[config.mk]
export PLATFORM = sky130hd
export DESIGN_NAME = ball_motion_ctrl
export DESIGN_NICKNAME = d
export VERILOG_FILES = /design/src/rtl/ball_motion_ctrl.sv
export SDC_FILE = /design/constraint.sdc
export NUM_CORES = 1
export LEC_CHECK = 0
export CAP_MARGIN = 40
export CORE_UTILIZATION = 54
export DETAILED_ROUTE_END_ITERATION = 10
export GPL_ROUTABILITY_DRIVEN = 0
export PLACE_DENSITY = 0.81
export RECOVER_POWER = 25
export SETUP_SLACK_MARGIN = 0.4
export SLEW_MARGIN = 0
export SYNTH_ARGS = -nofsm -noshare
export SYNTH_HDL_FRONTEND = slang
export SYNTH_SLANG_ARGS = --single-unit
[constraint.sdc]
create_clock -name clk -period 4.2 [get_ports clk]
set_input_delay 0.42 -clock clk [delete_from_list [all_inputs] [get_ports clk]]
set_output_delay 0.42 -clock clk [all_outputs]
set_load 0.01 [all_outputs]
[src/rtl/ball_motion_ctrl.sv]
// Avalon-MM ball position/velocity block: advances one packed {x,y} word per frame with cushion bounces.
// Optional macro BALL_MOTION_FRICTION_EN slows each velocity component by 1 every 16th update.
module ball_motion_ctrl #(
    parameter logic [9:0] X_MIN = 10'd16,
    parameter logic [9:0] X_MAX = 10'd623,
    parameter logic [9:0] Y_MIN = 10'd16,
    parameter logic [9:0] Y_MAX = 10'd463
) (
    input  logic        clk,
    input  logic        reset_n,
    input  logic [1:0]  address,
    input  logic        chipselect,
    input  logic        write_n,
    input  logic [31:0] writedata,
    output logic [31:0] readdata,
    input  logic        frame_tick,
    output logic [19:0] pos_out,
    output logic        busy,
    output logic        irq
);

    typedef enum logic [1:0] {IDLE, CALC, COMMIT} state_t;

    typedef struct packed {
        logic               hit;
        logic [9:0]         p;
        logic signed [7:0]  v;
    } axis_t;

    state_t state, state_nxt;

    logic [9:0]        pos_x, pos_y;
    logic signed [7:0] vel_x, vel_y;
    logic              run, irq_en, hit;

    axis_t             ax_p1, ay_p1;
    logic signed [7:0] new_vx, new_vy;

    logic wr_en, wr_pos, wr_vel, wr_ctrl, wr_status, cpu_override, commit_en, moving;
    logic unused_wdata;

    function automatic logic signed [7:0] neg_sat(input logic signed [7:0] v);
        if (v == 8'sh80)
            return 8'sh7f;
        return -v;
    endfunction

    // Out-of-range results, including positions already outside the cushions, clamp and reflect.
    function automatic axis_t step_axis(input logic [9:0] p, input logic signed [7:0] v,
                                        input logic [9:0] lo, input logic [9:0] hi);
        axis_t r;
        logic signed [11:0] n;
        n = $signed({2'b00, p}) + $signed({{4{v[7]}}, v});
        r.hit = 1'b0;
        r.p   = n[9:0];
        r.v   = v;
        if (n < $signed({2'b00, lo})) begin
            r.hit = 1'b1;
            r.p   = lo;
            r.v   = neg_sat(v);
        end else if (n > $signed({2'b00, hi})) begin
            r.hit = 1'b1;
            r.p   = hi;
            r.v   = neg_sat(v);
        end
        return r;
    endfunction

    assign wr_en        = chipselect & ~write_n;
    assign wr_pos       = wr_en && (address == 2'd0);
    assign wr_vel       = wr_en && (address == 2'd1);
    assign wr_ctrl      = wr_en && (address == 2'd2);
    assign wr_status    = wr_en && (address == 2'd3);
    assign cpu_override = wr_pos | wr_vel;
    assign commit_en    = (state == COMMIT) && !cpu_override;
    assign moving       = (|vel_x) | (|vel_y);
    assign unused_wdata = ^writedata[31:20];

    always_ff @(posedge clk or negedge reset_n) begin
        if (!reset_n)
            state <= IDLE;
        else
            state <= state_nxt;
    end

    always_comb begin
        state_nxt = state;
        case (state)
            IDLE:    if (frame_tick && run) state_nxt = CALC;
            CALC:    state_nxt = cpu_override ? IDLE : COMMIT;
            COMMIT:  state_nxt = IDLE;
            default: state_nxt = IDLE;
        endcase
    end

    // CALC -> COMMIT boundary: registered candidate position/velocity per axis
    always_ff @(posedge clk) begin
        if (state == CALC) begin
            ax_p1 <= step_axis(pos_x, vel_x, X_MIN, X_MAX);
            ay_p1 <= step_axis(pos_y, vel_y, Y_MIN, Y_MAX);
        end
    end

`ifdef BALL_MOTION_FRICTION_EN
    logic [3:0] frame_cnt;

    function automatic logic signed [7:0] toward_zero(input logic signed [7:0] v);
        if (v > 8'sd0)
            return v - 8'sd1;
        if (v < 8'sd0)
            return v + 8'sd1;
        return v;
    endfunction

    always_ff @(posedge clk or negedge reset_n) begin
        if (!reset_n)
            frame_cnt <= 4'd0;
        else if (commit_en)
            frame_cnt <= frame_cnt + 4'd1;
    end

    assign new_vx = (frame_cnt == 4'hF) ? toward_zero(ax_p1.v) : ax_p1.v;
    assign new_vy = (frame_cnt == 4'hF) ? toward_zero(ay_p1.v) : ay_p1.v;
`else
    assign new_vx = ax_p1.v;
    assign new_vy = ay_p1.v;
`endif

    // COMMIT -> architectural registers; a CPU write in the same cycle takes priority
    always_ff @(posedge clk or negedge reset_n) begin
        if (!reset_n) begin
            pos_x  <= 10'd0;
            pos_y  <= 10'd0;
            vel_x  <= 8'sd0;
            vel_y  <= 8'sd0;
            run    <= 1'b0;
            irq_en <= 1'b0;
            hit    <= 1'b0;
        end else begin
            if (wr_pos) begin
                pos_x <= writedata[19:10];
                pos_y <= writedata[9:0];
            end else if (commit_en) begin
                pos_x <= ax_p1.p;
                pos_y <= ay_p1.p;
            end

            if (wr_vel) begin
                vel_x <= $signed(writedata[15:8]);
                vel_y <= $signed(writedata[7:0]);
            end else if (commit_en) begin
                vel_x <= new_vx;
                vel_y <= new_vy;
            end

            if (wr_ctrl) begin
                run    <= writedata[0];
                irq_en <= writedata[1];
            end

            if (commit_en && (ax_p1.hit || ay_p1.hit))
                hit <= 1'b1;
            else if (wr_status && writedata[0])
                hit <= 1'b0;
        end
    end

    always_comb begin
        readdata = 32'd0;
        case (address)
            2'd0: readdata = {12'd0, pos_x, pos_y};
            2'd1: readdata = {16'd0, vel_x, vel_y};
            2'd2: readdata = {30'd0, irq_en, run};
            2'd3: readdata = {30'd0, moving, hit};
            default: readdata = 32'd0;
        endcase
    end

    assign pos_out = {pos_x, pos_y};
    assign busy    = (state != IDLE);
    assign irq     = hit & irq_en;

endmodule
* Yosys cells after proc, flatten, opt, wreduce, memory -nomap -nowiden *
Index checks and enable logic that the tools add are counted.

operators by class
  eq/ne operators = 8
  muxes and demuxes = 36
  magnitude comparators = 4
  bitwise logic cells = 5
  add/sub/neg operators = 4
  reduce and logical (&&, ||, !) cells = 20

operators by type and width
  cell                  count
  $pmux 32 s4           1
  $mux 8                12
  $mux 10               4
  $mux 19               2
  $add 11x8->12         2
  $lt 12x6->1 const B   2
  $eq 8x8->1 const B    2
  $neg 8->8             2
  $reduce_or 8->1       2
  $mux 1                14
  $gt 12x10->1 const B  1
  $gt 12x11->1 const B  1
  $logic_and 1x1->1     8
  $reduce_bool 2->1     4
  $eq 2x2->1 const B    3
  $eq 2x1->1 const B    2
  $logic_not 2->1       2
  $mux 2                2
  $pmux 2 s2            1
  $reduce_or 2->1       2
  $and 1x1->1           2
  $ne 2x2->1 const B    1
  $or 1x1->1            2
  $logic_not 1->1       1
  other kinds (2)       2

storage, ports and cells
  output and inout bits = 54
  input port bits = 39
  logic and storage cells = 93
  flip-flop bits (word level) = 79

* Longest topological paths before layout *
  depth in word-level cells = 8
  gate-level depth with buffers = 12
  mapped depth without buffers = 11

* Worst setup path before layout *
OpenSTA, ideal clock, no wires.

  path type = reg-to-reg
  start = register pos_y[0]
  end = register ay_p1[15] (netlist name), data pin
  cell stages (with the launch flop) = 12
  period minus slack after synthesis = 3.084 ns
  data required time = 3.930 ns
  slack = 1.116 ns
  buffers on the path = 0
  arrival = 2.814 ns
  cell sequence = dfrtp_1 > ha_1 > inv_1 > fa_1 > nor2b_1 > o21a_1 > o211ai_1 > a2111oi_2 > nor4_1 > or3_1 > a21oi_2 > a21oi_1

between the ends
  cells in the longest elaborated chain, start to end = 3
  elaborated cells on any way between the ends = 4
  those cells by class = 1 x add/sub; 2 x order compare; 1 x mux

ends and longest elaborated chain
  item                    RTL line  text
  start, declared         32        logic [9:0] pos_x, pos_y;
  start signal, assigned  142       pos_y <= writedata[9:0];
  start signal, assigned  145       pos_y <= ay_p1.p;
  $add 11x8->12 (*)       53        n = $signed({2'b00, p}) + $signed({{4{v[7]}}, v});
  $gt 12x10->1            61        end else if (n > $signed({2'b00, hi})) begin
  $mux 19                 61
  end signal, assigned    100       ay_p1 <= step_axis(pos_y, vel_y, Y_MIN, Y_MAX);
  end, declared           36        axis_t ax_p1, ay_p1;

Every way passes the cells marked *; elsewhere a longest branch is shown, timed or not.
A chain may end at the register's enable or synchronous reset.

* Worst setup path in the final report *
  start = register vel_y[7]
  end = register ay_p1, in the netlist new_vy[3], data pin

between the ends
  cells in the longest elaborated chain, start to end = 8
  elaborated cells on any way between the ends = 14
  those cells by class = 1 x add/sub; 2 x order compare; 1 x eq/ne; 10 x mux

ends and longest elaborated chain
  item                                                   RTL line  text
  start, declared                                        33        logic signed [7:0] vel_x, vel_y;
  start signal, assigned                                 150       vel_y <= $signed(writedata[7:0]);
  start signal, assigned                                 153       vel_y <= new_vy;
  branches (longest 7 deep; another with $add 11x8->12)  -
  $mux 8 (*)                                             57        if (n < $signed({2'b00, lo})) begin

Mark *: on every way between the ends. The select of a mux whose other input is x is not followed.

==> impl_results.md <==
* Floorplan die area at 10500 um^2
* Max Transition Viols Final at 0
* Number of input and output port buffers inserted at 68
* Overall routing resource usage at ~27%
* Clock-pin transition on the worst setup and hold timing paths at 80 ps
* Instance count of the mapped netlist at roughly 570
* Final Hold Fails at 0
* Sink Count at just under 80
* MaxCap Viol Count at 0
* Max Fanout on Critical Path at 13
* Share of layout cells above drive strength 1 at 8.35%
* Net count of the finished layout at 695
* Cell breakdown of the critical path: ha_1, nand2_1, nor4_2, nor4b_4, nor3_2, o21ai_0, a2111oi_4, buf_4, mux2i_1, a21oi_1
* Summed instance area of the synthesized netlist at 5440 um^2
* Slew margin rel. at between 10% and 20%
* Final clock period utilization by the worst path at 83.3%
* Average cell area after synthesis at 9.62 um^2
* Number of fill cells in the layout at 811
* Post-DR vias/cell at 5.93
* Drt initial violations at 291
* Multi-input logic area at 3050 um^2
* Static leakage power at 0.00254 uW
* Core Box Area at 9770 um^2
* Distinct cell type count after synthesis at 74
* Via count at 4558
* Final standard cell utilization of the core at 66.1%
* Setup violators final at 0
* Outcome: completed
* Global route overflow at 0
* CTS tree: built
* Maximum buffer depth of the clock tree at 2
* Register-to-register setup slack at 700 ps
* R2R cell count at 10
* Floorplan die height at approximately 100 um
* Total power after layout at 6230 uW
* Width of the chip at about 100 um
* WS Path Type: reg2reg
* Clock root cell: sky130_fd_sc_hd__clkbuf_8
* Slack of the critical path at 701 ps
* Most common flop cell mapped by yosys: sky130_fd_sc_hd__dfrtp_1
* Routed wire per std cell at approximately 17 um
* Worst endpoint data arrival time at 3610 ps
* Maximum vdd ir drop at 0.556 mV
* Start point of the critical path: vel_y[7]
* Initial core utilization at 55.6%
* Register area at 2170 um^2
* Setup crit start kind: register
* Maximum number of pins on one net before global-route repair at 41
* RSZ-0062 raised after global routing: false
* Async set-or-reset flop fraction in the synthesized netlist at 51.9%
* Clock Latency Late Sink at 360 ps
* Source of the worst register-to-register timing path: vel_y[7]
* Number of antenna violations at the first check in global routing at 0
* Global-route wire length before repair at 21400 um
* DRC violation count after routing at 0
* #FFs+latches synth at approximately 80
* Top cell family by delay on the critical path: simple AND/OR/NAND/NOR gates
* Slew @ Worst Pin at between 1000 and 1500 ps
* Setup TNS after final layout at 0 ps
* Quantity of hold-fixing buffers added after cts at 0
* Worst min-delay path category: in2async
* Number of warning messages in the yosys log at 0
* Combined buffer and inverter count along the critical path at 1
* Num CTS Buffers at 9
* Required time of the critical path at 4310 ps
* Maximum clock rate at between 200 and 300 MHz
* Sequential cell area fraction in the yosys report at 39.9%
* Worst clock skew at 10.1 ps
* Power density relative to cell area at 965 nW/um^2
* Slowest stage delay, CP at 550 ps
* Reg2reg end: new_vy[3]
* Overall routed net length at 13100 um
* Relative area change from synthesis to final layout at 18.9%
* Post-detailed-placement half-perimeter wirelength at 9250 um
* Count of pins on the block boundary at between 90 and 100
* Placement Setup Slack at 667 ps
* Number of flops mapped to enable cells by yosys at 38
* Row count at 36
* # diodes at 0
* Slowest CP cell: sky130_fd_sc_hd__dfrtp_1
* Final antenna-violating net count at 0
* Number of search-and-repair iterations in the first detailed-routing pass at 5
* Htree depth at 3
* Vias in the first global route at between 4000 and 5000
* Kind of end point of the critical path: register
* Min Clock Period, post-route at ~3500 ps
[registers in the layout, indices dropped and copies added, names as in the netlist]
signal,count
ax_p1,11
ay_p1,11
pos_x,10
pos_y,10
new_vx,8
new_vy,8
vel_x,8
vel_y,8
state,2
hit,1
irq_en,1
run,1
[worst max path at each step]
| stage | to | slack, ps | cells past startpoint |
|---|---|---|---|
| after floorplan | ay_p1[15] | 1120 | 11 |
| after global routing | new_vy[1] | 470 | 12 |
| final | new_vy[3] | 700 | 10 |
| after global placement | ay_p1[15] | 790 | 11 |
| after detailed placement | ay_p1[14] | 670 | 11 |
| after CTS | ay_p1[14] | 630 | 11 |
[where the power goes]
group          switching (uW)  internal, uW  total [uW]
clock                     296           294         590
sequential                336          1280        1610
combinational            2260          1770        4030
[synth_stat cells, types with 4 or more instances]
| cell type | number | area (um^2) |
|---|---|---|
| sky130_fd_sc_hd__nand2_1 | 56 | 210 |
| sky130_fd_sc_hd__mux2i_1 | 54 | 541 |
| sky130_fd_sc_hd__o21ai_0 | 46 | 230 |
| sky130_fd_sc_hd__dfrtp_1 | 41 | 1030 |
| sky130_fd_sc_hd__nor2_1 | 39 | 146 |
| sky130_fd_sc_hd__edfxtp_1 | 38 | 1140 |
| sky130_fd_sc_hd__a21oi_1 | 33 | 165 |
| sky130_fd_sc_hd__ha_1 | 24 | 300 |
| sky130_fd_sc_hd__inv_1 | 24 | 90.1 |
| sky130_fd_sc_hd__clkbuf_1 | 15 | 56.3 |
| sky130_fd_sc_hd__a21o_1 | 14 | 105 |
| sky130_fd_sc_hd__buf_4 | 12 | 90.1 |
| sky130_fd_sc_hd__nor3_1 | 12 | 60.1 |
| sky130_fd_sc_hd__or3_1 | 10 | 62.6 |
| sky130_fd_sc_hd__xnor2_1 | 9 | 78.8 |
| sky130_fd_sc_hd__and2_1 | 8 | 50.1 |
| sky130_fd_sc_hd__nand3_1 | 8 | 40.0 |
| sky130_fd_sc_hd__buf_1 | 6 | 22.5 |
| sky130_fd_sc_hd__nor2b_1 | 6 | 37.5 |
| sky130_fd_sc_hd__a21boi_0 | 5 | 37.5 |
| sky130_fd_sc_hd__nor3b_1 | 5 | 37.5 |
| sky130_fd_sc_hd__xor2_1 | 5 | 43.8 |
| sky130_fd_sc_hd__a21oi_2 | 4 | 35.0 |
| sky130_fd_sc_hd__a2bb2oi_1 | 4 | 35.0 |
| sky130_fd_sc_hd__a31oi_1 | 4 | 25.0 |
| sky130_fd_sc_hd__and3_1 | 4 | 25.0 |
| sky130_fd_sc_hd__o211ai_1 | 4 | 30.0 |
| sky130_fd_sc_hd__o21ai_1 | 4 | 20.0 |
| sky130_fd_sc_hd__o31ai_1 | 4 | 30.0 |
[layout by cell type (no fill, tap or decap), types with 6 or more instances in the layout]
master / count
sky130_fd_sc_hd__a21o_1: 14
sky130_fd_sc_hd__a21oi_1: 33
sky130_fd_sc_hd__and2_1: 8
sky130_fd_sc_hd__buf_4: 9
sky130_fd_sc_hd__clkbuf_8: 10
sky130_fd_sc_hd__clkdlybuf4s50_1: 67
sky130_fd_sc_hd__conb_1: 13
sky130_fd_sc_hd__dfrtp_1: 41
sky130_fd_sc_hd__edfxtp_1: 38
sky130_fd_sc_hd__ha_1: 24
sky130_fd_sc_hd__inv_1: 24
sky130_fd_sc_hd__mux2i_1: 54
sky130_fd_sc_hd__nand2_1: 56
sky130_fd_sc_hd__nand3_1: 8
sky130_fd_sc_hd__nor2_1: 39
sky130_fd_sc_hd__nor2b_1: 6
sky130_fd_sc_hd__nor3_1: 11
sky130_fd_sc_hd__o21ai_0: 46
sky130_fd_sc_hd__or3_1: 10
sky130_fd_sc_hd__xnor2_1: 9
[logic make-up (layout without fill, tap and decap cells)]
| family | count (synthesis) | in the layout | share of synthesized area, % |
|---|---|---|---|
| fa+ha+maj | 26 | 26 | 6.26 |
| mux | 58 | 58 | 11.2 |
| compound gates | 153 | 153 | 18.9 |
| other cells | 1 | 13 | 0.0690 |
| buf+inv | 63 | 121 | 5.46 |
| simple gates | 171 | 171 | 16.0 |
| xor+xnor | 14 | 14 | 2.26 |
| flops | 79 | 79 | 39.9 |
[final cells by class]
| cell class | count | area share [%] |
|---|---|---|
| clock buffers | 12 | 2.25 |
| clock inverters | 4 | 0.833 |
| inverters | 25 | 1.49 |
| multi-input cells | 435 | 47.2 |
| flip-flops and latches | 79 | 33.5 |
| well taps | 133 | 2.58 |
| repair buffers | 80 | 12.2 |
[per-layer routing]
layer  vias up  GRT usage (%)  share of wire [%]
met1      2185           37.7                 46
li1       2183              -                  -
met2       168           42.3                 46
met3        22           4.45                6.2
met4         0           8.46                1.9
met5         -              0                  0
[metrics by stage]
stage          area, um^2  instances  hold slack [ps]
2_1_floorplan        5480        577              124
3_3_place_gp         6230        750              455
3_5_place_dp         6270        752              404
4_1_cts              6470        768             13.1
5_1_grt              6460        768              311
6_report             6460        768              224
[repair_timing]
item,4_1_cts,5_1_grt
resized for setup,0,2
setup endpoints to repair,0,5
endpoints found under the hold margin,0,0
buffers inserted,0,0
Power figures use the tool's default switching activity.
